==> src/rtl/mdc_cfg_pkg.sv <==
// Shared definitions for the configuration sequencer: FSM state encoding,
// default ID width and the reserved "no configuration" ID.
package mdc_cfg_pkg;

    localparam int DEFAULT_ID_WIDTH = 8;
    localparam int INVALID_ID       = 0;

    typedef enum logic [1:0] {
        ST_IDLE   = 2'd0,
        ST_DRAIN  = 2'd1,
        ST_SWITCH = 2'd2,
        ST_SETTLE = 2'd3
    } cfg_state_e;

endpackage

==> src/rtl/cfg_down_counter.sv <==
// Loadable down counter with zero flag; reused for the drain timeout and the
// settle countdown since the two phases never overlap.
module cfg_down_counter #(
    parameter int WIDTH = 4
) (
    input  logic             clock,
    input  logic             reset,
    input  logic             load,
    input  logic [WIDTH-1:0] load_value,
    input  logic             enable,
    output logic             zero
);

    logic [WIDTH-1:0] count_r;

    // Count register: load wins over decrement, saturates at zero.
    always_ff @(posedge clock or posedge reset) begin
        if (reset) begin
            count_r <= {WIDTH{1'b0}};
        end else if (load) begin
            count_r <= load_value;
        end else if (enable && (count_r != {WIDTH{1'b0}})) begin
            count_r <= count_r - WIDTH'(1);
        end else begin
            count_r <= count_r;
        end
    end

    assign zero = (count_r == {WIDTH{1'b0}});

endmodule

==> src/rtl/config_sequencer.sv <==
// Sequences a configuration-ID change: stalls the datapath, waits for it to
// drain, switches the ID, lets it settle, then releases the datapath.
module config_sequencer
    import mdc_cfg_pkg::*;
#(
    parameter int ID_WIDTH      = DEFAULT_ID_WIDTH,
    parameter int NUM_CFG       = 2,
    parameter int RESET_ID      = 1,
    parameter int SETTLE_CYCLES = 2,
    parameter int DRAIN_TIMEOUT = 16
) (
    input  logic                clock,
    input  logic                reset,
    input  logic [ID_WIDTH-1:0] req_id,
    input  logic                req_valid,
    output logic                req_ready,
    input  logic                dp_idle,
    output logic                dp_hold,
    output logic [ID_WIDTH-1:0] ID,
    output logic                busy,
    output logic                cfg_done,
    output logic                cfg_err
);

    localparam int CNT_MAX   = (DRAIN_TIMEOUT > SETTLE_CYCLES) ? DRAIN_TIMEOUT - 1 : SETTLE_CYCLES - 1;
    localparam int CNT_WIDTH = (CNT_MAX < 2) ? 1 : $clog2(CNT_MAX + 1);

    localparam logic [CNT_WIDTH-1:0] DRAIN_LOAD  = CNT_WIDTH'(DRAIN_TIMEOUT - 1);
    localparam logic [CNT_WIDTH-1:0] SETTLE_LOAD = CNT_WIDTH'(SETTLE_CYCLES - 1);
    localparam logic [ID_WIDTH-1:0]  RST_ID      = ID_WIDTH'(RESET_ID);
    localparam logic [ID_WIDTH-1:0]  MAX_ID      = ID_WIDTH'(NUM_CFG);
    localparam logic [ID_WIDTH-1:0]  NULL_ID     = ID_WIDTH'(INVALID_ID);

    cfg_state_e            state_r, state_next_s;
    logic [ID_WIDTH-1:0]   id_r, id_next_s;
    logic [ID_WIDTH-1:0]   pending_r, pending_next_s;
    logic                  cfg_done_r, done_next_s;
    logic                  cfg_err_r, err_next_s;
    logic                  dp_hold_r, busy_r, req_ready_r;
    logic                  cnt_load_s, cnt_en_s, cnt_zero_s;
    logic [CNT_WIDTH-1:0]  cnt_load_val_s;
    logic                  id_valid_s;

    assign id_valid_s = (req_id != NULL_ID) && (req_id <= MAX_ID);

    cfg_down_counter #(
        .WIDTH(CNT_WIDTH)
    ) u_counter (
        .clock      (clock),
        .reset      (reset),
        .load       (cnt_load_s),
        .load_value (cnt_load_val_s),
        .enable     (cnt_en_s),
        .zero       (cnt_zero_s)
    );

    // Next-state, next-ID and pulse decode.
    always_comb begin
        state_next_s   = state_r;
        id_next_s      = id_r;
        pending_next_s = pending_r;
        done_next_s    = 1'b0;
        err_next_s     = 1'b0;
        cnt_load_s     = 1'b0;
        cnt_load_val_s = {CNT_WIDTH{1'b0}};
        cnt_en_s       = 1'b0;
        case (state_r)
            ST_IDLE: begin
                if (req_valid) begin
                    if (!id_valid_s) begin
                        err_next_s = 1'b1;
                    end else if (req_id == id_r) begin
                        done_next_s = 1'b1;
                    end else begin
                        pending_next_s = req_id;
                        state_next_s   = ST_DRAIN;
                        cnt_load_s     = 1'b1;
                        cnt_load_val_s = DRAIN_LOAD;
                    end
                end else begin
                    state_next_s = ST_IDLE;
                end
            end
            ST_DRAIN: begin
                // Idle datapath takes priority over an expiring timeout.
                if (dp_idle) begin
                    state_next_s = ST_SWITCH;
                end else if (cnt_zero_s) begin
                    state_next_s = ST_IDLE;
                    err_next_s   = 1'b1;
                end else begin
                    cnt_en_s = 1'b1;
                end
            end
            ST_SWITCH: begin
                id_next_s      = pending_r;
                cnt_load_s     = 1'b1;
                cnt_load_val_s = SETTLE_LOAD;
                state_next_s   = ST_SETTLE;
            end
            ST_SETTLE: begin
                if (cnt_zero_s) begin
                    state_next_s = ST_IDLE;
                    done_next_s  = 1'b1;
                end else begin
                    cnt_en_s = 1'b1;
                end
            end
            default: begin
                state_next_s = ST_IDLE;
            end
        endcase
    end

    // State, ID and output registers; status flags track the next state so
    // they line up with the state register.
    always_ff @(posedge clock or posedge reset) begin
        if (reset) begin
            state_r     <= ST_IDLE;
            id_r        <= RST_ID;
            pending_r   <= RST_ID;
            cfg_done_r  <= 1'b0;
            cfg_err_r   <= 1'b0;
            dp_hold_r   <= 1'b0;
            busy_r      <= 1'b0;
            req_ready_r <= 1'b1;
        end else begin
            state_r     <= state_next_s;
            id_r        <= id_next_s;
            pending_r   <= pending_next_s;
            cfg_done_r  <= done_next_s;
            cfg_err_r   <= err_next_s;
            dp_hold_r   <= (state_next_s != ST_IDLE);
            busy_r      <= (state_next_s != ST_IDLE);
            req_ready_r <= (state_next_s == ST_IDLE);
        end
    end

    assign req_ready = req_ready_r;
    assign dp_hold   = dp_hold_r;
    assign busy      = busy_r;
    assign ID        = id_r;
    assign cfg_done  = cfg_done_r;
    assign cfg_err   = cfg_err_r;

endmodule

==> config.mk <==
export PLATFORM = sky130hd
export DESIGN_NAME = config_sequencer
export DESIGN_NICKNAME = d
export VERILOG_FILES = /design/src/rtl/mdc_cfg_pkg.sv /design/src/rtl/cfg_down_counter.sv /design/src/rtl/config_sequencer.sv
export SDC_FILE = /design/constraint.sdc
export NUM_CORES = 1
export LEC_CHECK = 0
export ABC_AREA = 1
export CORE_MARGIN = 3
export CORE_UTILIZATION = 25
export DETAILED_ROUTE_END_ITERATION = 7
export GPL_ROUTABILITY_DRIVEN = 0
export HOLD_SLACK_MARGIN = 0.03
export PLACE_DENSITY_LB_ADDON = 0.2
export SYNTH_ARGS = -nofsm -noshare
export SYNTH_HDL_FRONTEND = slang
export SYNTH_SLANG_ARGS = --single-unit
==> constraint.sdc <==
create_clock -name clock -period 3.1 [get_ports clock]
set_clock_uncertainty 0.05 [all_clocks]
set_input_delay 0.62 -clock clock [delete_from_list [all_inputs] [get_ports clock]]
set_output_delay 0.62 -clock clock [all_outputs]
set_load 0.01 [all_outputs]
# Word-level counts from Yosys, hierarchy flattened
# Cells that the tools add are included.
word_totals:
  inputBits: 12
  regBits: 26
  wordCells: 53
  out_inout_bits: 13
op_classes:
  muxes: 28
  n_reduce_logical: 10
  bitwise: 1
  magnitude_cmp: 1
  addsub: 1
  eq_ne: 4
ops:
  columns: ["op", "count"]
  rows:
  - ["$mux W4", 5]
  - ["$mux W1", 12]
  - ["$mux W2", 5]
  - ["$eq A8 B8 Y1", 1]
  - ["$le A8 B2 Y1 const B", 1]
  - ["$pmux W1 S2", 4]
  - ["$pmux W2 S4", 1]
  - ["$pmux W4 S2", 1]
  - ["$reduce_bool A8 Y1", 1]
  - ["$eq A2 B2 Y1 const B", 2]
  - ["$logic_not A2 Y1", 2]
  - ["$logic_not A4 Y1", 1]
  - ["$reduce_and A4 Y1", 1]
  - ["$reduce_bool A2 Y1", 2]
  - ["$reduce_bool A4 Y1", 1]
  - ["$sub A4 B1 Y4 const B", 1]
  - ["$eq A2 B1 Y1 const B", 1]
  - ["$logic_and A1 B1 Y1", 2]
  - ["$not A1 Y1", 1]

# Logic depth before layout (Yosys ltp)
# Gate-level depths: netlist (run 1).
depth:
  ltp_word: 7
  depth_mapped: 11
  ltp_nobuf: 11

# Modules after synthesis
# Synthesis (run 1) repeated with hierarchy kept, for this count alone.
unflattened:
  cells_unflattened: 183
  hier_area_um2: 1420.1
by_module_without_submodules:
  columns: ["module", "cells_each", "instances", "area_per_inst_um2"]
  rows:
  - ["config_sequencer", 136, 1, 1121.1]
  - ["cfg_down_counter", 47, 1, 299.0]

# Worst setup path after synthesis (run 1)
# Ideal clock, no wire load.
synth_path:
  kind: "in2reg"
  from: "input req_id[3]"
  to: "register pending_r[1]"
  required_time_ns: 2.929
  slack_ns: 1.609
  cell_stages: 6
  arrival_ns: 1.321
  setup_time_ns: 0.121
  path_buffers: 0
  path_cell_list: "nor2_1 > nand3_1 > nor3_2 > nand2_2 > nand2_1 > o21ai_1"
synth_between:
  elab_chain_len: 3
  elab_cells_between_ends: 6
  classes_between: "order compare (1); eq/ne (1); bitwise (1); reduce/logical (3)"
synth_lines:
  columns: ["element", "line", "text"]
  rows:
  - ["start: declaration", "config_sequencer.sv:14", "input logic [ID_WIDTH-1:0] req_id,"]
  - ["$le A8 B2 Y1 (tied with other cells)", "config_sequencer.sv:44", "assign id_valid_s = (req_id != NULL_ID) && (req_id <= MAX_ID);"]
  - ["$logic_and A1 B1 Y1 / $not A1 Y1 (equally long branches)", null, null]
  - ["$reduce_and A4 Y1 (no source line) (*)", null, null]
  - ["end signal: assignment", "config_sequencer.sv:130", "pending_r <= pending_next_s;"]
  - ["end: declaration", "config_sequencer.sv:36", "logic [ID_WIDTH-1:0] pending_r, pending_next_s;"]
# Mark *: on every way between the ends. The rest lies on a longest branch, timed or not.
# A chain may end at the register's enable or synchronous reset.

# Worst setup path in the final report (run 1)
layout_path:
  from: "register id_r[0] (netlist: ID[0])"
  to: "output ID[0]"
layout_rtl:
  columns: ["element", "line", "text"]
  rows:
  - ["start: declaration", "config_sequencer.sv:35", "logic [ID_WIDTH-1:0] id_r, id_next_s;"]
  - ["start signal: assignment", "config_sequencer.sv:129", "id_r <= id_next_s;"]
  - ["end: declaration", "config_sequencer.sv:19", "output logic [ID_WIDTH-1:0] ID,"]
# No word-level cell between the ends.

==> results.tsv, run 1 <==
metric	value	unit
period utilization	65.78	%
Worst Setup Path Type	flop to primary output	
Post-DP HPWL	2541	um
Congestion Overflow GR	0	
Die ar.	6864	um2
Final Hold Viols	0	
syn_nets	213	
Slew headroom	50.53	%
#FFs+latches synth	26	
Filler Cell Count	621	
initial antenna violation count	0	
htree depth	1	
total track usage	10.09	%
Max Clock Freq	490.4	MHz
Slowest-stage cell, CP	dfstp_2	
Met3 Wirelength	78	um
Final ANT Viol Nets	0	
CTS tree	built	
Tmin final	2.039	ns
First-pass DRT Iterations	4	
CTS clk-pin slew, worst paths	0.09	ns
status	finished clean	
worst min-delay path class	flop to flop	
max layer used	met4	
DRC	0	
worst path required time	2.43	ns
first-pass GRT wire length	5651	um
CP peak stage delay	0.57	ns
share of layout cells above drive strength 1	9.009	%
postcts setup bufs	0	
CTS sink cnt	26	
Final #Nets	240	
Core Area	5608	um2
Fin Setup TNS	0	ns
clock buffer depth	2	
Diodes inserted	0	
Clk Latency, worst-skew pair	0.27	ns
Seq/Total Area, Yosys	44.32	%
DR WL met2	1604	um
post-CTS sizing	0	
post-layout worst setup margin	1.061	ns
P per Cell Area	366.3	nW/um2
crit-path cells	clkdlybuf4s50_1	
IO Pins	25	
sum of buffers and inverters on the critical path	1	
drt wl/cell	11.09	um
Max Cap Viol	0	
crit path DAT	1.37	ns
synthesized area per cell	7.533	um2
drt first-iter violations	52	
clock root buffer master	clkbuf_8	
Die X	82.85	um
CTS buffer count	3	
Mapped Cells	196	
cell area after layout	1844	um2
number of global-route vias before repair	1243	
Core Util, Final	32.89	%
hold slack	0.4337	ns
PortBufs	24	
via/cell ratio	4.163	
Yosys cell types	25	
worst-margin pin slew	0.7421	ns
hold bufs inserted after CTS	0	
Total Wirelength	3260	um
startpoint types	flop	
Syn-to-layout area delta	24.92	%
pin count of the biggest net entering global routing	27	
CP endpoint kind	primary output	
crit-path max FO	4	
maximum vdd drop	0.1537	mV
Synth warnings	0	
leakage power	0.9178	nW
Vias	1224	
Rows	27	
RSZ-0062 raised after global routing	no	
Die Y	82.85	um
Netlist Area Pre-Place	1476	um2
Final Max Slew Viols	0	
Setup Viol. Count Final	0	
Initial Util	26.33	%
cell family with most CP delay	flip-flops	
placed inst area	1799	um2
pre-CTS setup slack	0.8960	ns
Met1 Wirelength	1524	um
area by class of cell:
class,instances,area [um2],area share [%]
repair buffers,25,247.7,13.43
well taps,72,90.09,4.885
multi-input cells,128,660.6,35.82
clock buffers,4,45.04,2.442
flip-flops and latches,26,654.4,35.48
inverters,39,146.4,7.938
sequential cells by signal, summed over array words and instances (netlist names):
name               cells
busy                   1
req_ready              1
state_r                2
cfg_done               1
pending_r              8
cfg_err                1
u_counter.count_r      4
ID                     8
cell usage in the layout, fill, tap and decap left out, types with 2 or more instances in the layout:
| cell type | n |
|---|---|
| nor2_4 | 2 |
| xnor2_1 | 2 |
| clkdlybuf4s50_1 | 24 |
| nand3_2 | 2 |
| dfstp_2 | 3 |
| ha_1 | 5 |
| nand2_2 | 3 |
| a21oi_1 | 2 |
| dfrtp_1 | 23 |
| inv_1 | 38 |
| o21ai_1 | 2 |
| nand2_1 | 68 |
| xor2_1 | 3 |
| nor2_2 | 3 |
| o311ai_0 | 3 |
| clkbuf_8 | 3 |
| nand3_1 | 5 |
| o21ai_0 | 8 |
| nor2_1 | 15 |
synth_stat cells:
master / n / share of area [%]
nand3_1: 5 / 1.7
xor2_1: 3 / 1.8
nor2_4: 2 / 1.5
dfrtp_1: 23 / 39
nand4_4: 1 / 1.4
inv_1: 38 / 9.7
xnor2_1: 2 / 1.2
dfstp_2: 3 / 5.3
o211ai_1: 1 / 0.51
nor2_1: 15 / 3.8
o311ai_0: 3 / 1.8
inv_2: 1 / 0.25
a21oi_1: 2 / 0.68
nand3_2: 2 / 1.4
buf_4: 1 / 0.51
nand2_1: 68 / 17
o21ai_1: 2 / 0.68
nor3_2: 1 / 0.68
nor2_2: 3 / 1.3
clkbuf_1: 2 / 0.51
o21ai_0: 8 / 2.7
nand4_1: 1 / 0.42
o22ai_1: 1 / 0.42
ha_1: 5 / 4.2
nand2_2: 3 / 1.3
stage by stage:
step / total power [mW] / cells
2_1_floorplan: 0.4440 / 196
3_5_place_dp: 0.4812 / 290
5_1_grt: 0.7152 / 294
4_1_cts: 0.6846 / 294
3_3_place_gp: 0.4800 / 290
6_report: 0.6756 / 294
final timing paths:
check | startpoint | endpoint | slack, ns | depth (start not counted)
setup reg to reg | state_r[0] | u_counter.count_r[2] | 1.29 | 5
hold reg to reg | pending_r[0] | pending_r[0] | 0.43 | 2
hold / removal | pending_r[0] | pending_r[0] | 0.43 | 2
setup / recovery | ID[0] | ID[0] | 1.06 | 1
min in group asynchronous | reset | pending_r[4] | 0.65 | 3
max in group asynchronous | reset | pending_r[0] | 2.04 | 3
cell families after synthesis:
kind of cell | share of synthesized area [%]
adder cells (fa/ha/maj) | 4.237
flip-flops | 44.32
AND/OR/NAND/NOR | 30.76
buffers and inverters | 10.93
AO/OA/AOI/OAI | 6.781
XOR/XNOR | 2.967
per-layer routing:
| metal | up-vias | global-route usage (%) |
|---|---|---|
| li1 | 641 | - |
| met1 | 564 | 12.21 |
| met2 | 15 | 17.20 |
| met3 | 4 | 1.687 |
| met4 | 0 | 5.052 |
| met5 | - | 0 |
worst register-to-register path, delay by kind of cell, from the launching register on:
family / cells / cell delay, ns
AOI/OAI and AO/OA: 1 / 0.13
adders and majority gates: 1 / 0.64
buffers and inverters: 1 / 0.10
DFF: 1 / 0.44
and+or+nand+nor: 2 / 0.29
power breakdown:
| group | switching (mW) | internal [mW] |
|---|---|---|
| logic | 0.0535 | 0.0422 |
| registers | 0.0123 | 0.365 |
| clock network | 0.111 | 0.0921 |
Power figures use the tool's default switching activity.
==> run 2: changes to the inputs <==
- clock period: 3.1 -> 2 ns (I/O delays scaled with it)
==> results.tsv, run 2 (synthesized netlist as in run 1, its figures left out) <==
metric	value	unit	change
worst path required time	1.55	ns	-0.88 ns
PortBufs	24		unchanged
crit-path max FO	4		unchanged
CP peak stage delay	0.57	ns	about the same
Fin Setup TNS	0	ns	unchanged
Syn-to-layout area delta	28.14	%	
worst-margin pin slew	0.3469	ns	-0.3952 ns
Diodes inserted	0		unchanged
hold bufs inserted after CTS	0		unchanged
crit path DAT	1.37	ns	about the same
htree depth	1		unchanged
startpoint types	flop		
IO Pins	25		unchanged
status	finished clean		
crit-path cells	clkdlybuf4s50_1		
leading cell type in the layout, fill and taps excluded	nand2_1		
drt wl/cell	10.97	um	-1.1%
via/cell ratio	4.087		-1.8%
Tmin final	1.823	ns	
Rows	27		unchanged
Slowest-stage cell, CP	dfstp_2		
initial antenna violation count	0		unchanged
pin count of the biggest net entering global routing	27		unchanged
cell family with most CP delay	flip-flops		
Max Cap Viol	0		unchanged
number of global-route vias before repair	1146		-7.8%
post-CTS sizing	0		unchanged
Final Max Slew Viols	0		unchanged
reg-to-reg setup timing slack	0.43	ns	-0.86 ns
total track usage	9.846	%	-0.25 points
leakage power	0.9485	nW	+3.3%
Slew headroom	76.87	%	+26 points
CTS clk-pin slew, worst paths	0.10	ns	about the same
RSZ-0062 raised after global routing	no		
period utilization	91.17	%	
Post-DP HPWL	2543	um	about the same
Worst Setup Path Type	flop to primary output		
Die Y	82.85	um	unchanged
Initial Util	26.33	%	unchanged
most frequent cells in the layout	nand2_1, inv_1, clkdlybuf4s50_1		
maximum vdd drop	0.2989	mV	+94%
postcts setup bufs	0		unchanged
first-pass GRT wire length	5437	um	-3.8%
Max Clock Freq	548.4	MHz	
Core Area	5608	um2	unchanged
Die X	82.85	um	unchanged
CTS sink cnt	26		unchanged
DRC	0		unchanged
share of layout cells above drive strength 1	11.45	%	+2.4 points
clock root buffer master	clkbuf_8		
drt first-iter violations	63		+21%
worst min-delay path class	input port to async pin		
Setup Viol. Count Final	0		unchanged
Final Hold Viols	0		unchanged
Die ar.	6864	um2	unchanged
First-pass DRT Iterations	4		unchanged
P per Cell Area	575.5	nW/um2	+57%
Clk Latency, worst-skew pair	0.27	ns	about the same
Vias	1222		-0.16%
Final #Nets	245		+2.1%
overall power	1.089	mW	+61%
Final ANT Viol Nets	0		unchanged
CTS buffer count	3		unchanged
clock buffer depth	2		unchanged
CP endpoint kind	primary output		
Congestion Overflow GR	0		unchanged
sum of buffers and inverters on the critical path	1		unchanged
CTS tree	built		
Total Wirelength	3280	um	+0.61%
run 2: power breakdown:
group	switching, mW	internal, mW
Clock	0.176	0.176
Combinational	0.0838	0.0677
Sequential	0.0195	0.566
Total	0.279	0.810
run 2: metrics by stage:
stage | hold slack, ns | cells | util (%) | setup WS, ns | cell area (um2)
2_1_floorplan | 0.3878 | 196 | - | 0.6416 | 1476
3_3_place_gp | 0.4113 | 295 | 32.75 | 0.06974 | 1837
3_5_place_dp | 0.4215 | 295 | 32.75 | 0.04524 | 1837
4_1_cts | 0.4374 | 299 | 33.73 | 0.1611 | 1892
5_1_grt | 0.4633 | 299 | 33.73 | 0.1193 | 1892
6_report | 0.4297 | 299 | 33.73 | 0.1766 | 1892
run 2: area by class of cell:
class | instances | area, um2
Tap cell | 72 | 90.09
Clock buffer | 4 | 55.05
Inverter | 39 | 146.4
Timing Repair Buffer | 30 | 285.3
Sequential cell | 26 | 654.4
Fill cell | 625 | 3716
Multi-Input combinational cell | 128 | 660.6
run 2: final timing paths:
kind	startpoint	to	cells after the start
max	ID[0]	ID[0]	1
min	reset	u_counter.count_r[3]	3
max reg2reg	state_r[0]	pending_r[1]	7
min reg2reg	pending_r[7]	ID[7]	2
max in group asynchronous	reset	ID[0]	3
min in group clock	pending_r[7]	ID[7]	2
run 2: tightest hold or removal path: cells and delay by family:
kind / cells / cell delay [ns]
buffers and inverters: 3 / 0.77
run 2: layer usage:
metal  wire length (um)  part of all wire, %  track usage (%)
met1               1617                   49            13.22
met2               1527                   47            15.38
met5                  0                    0                0
met4                 38                  1.2            4.755
met3                 96                  2.9            1.587
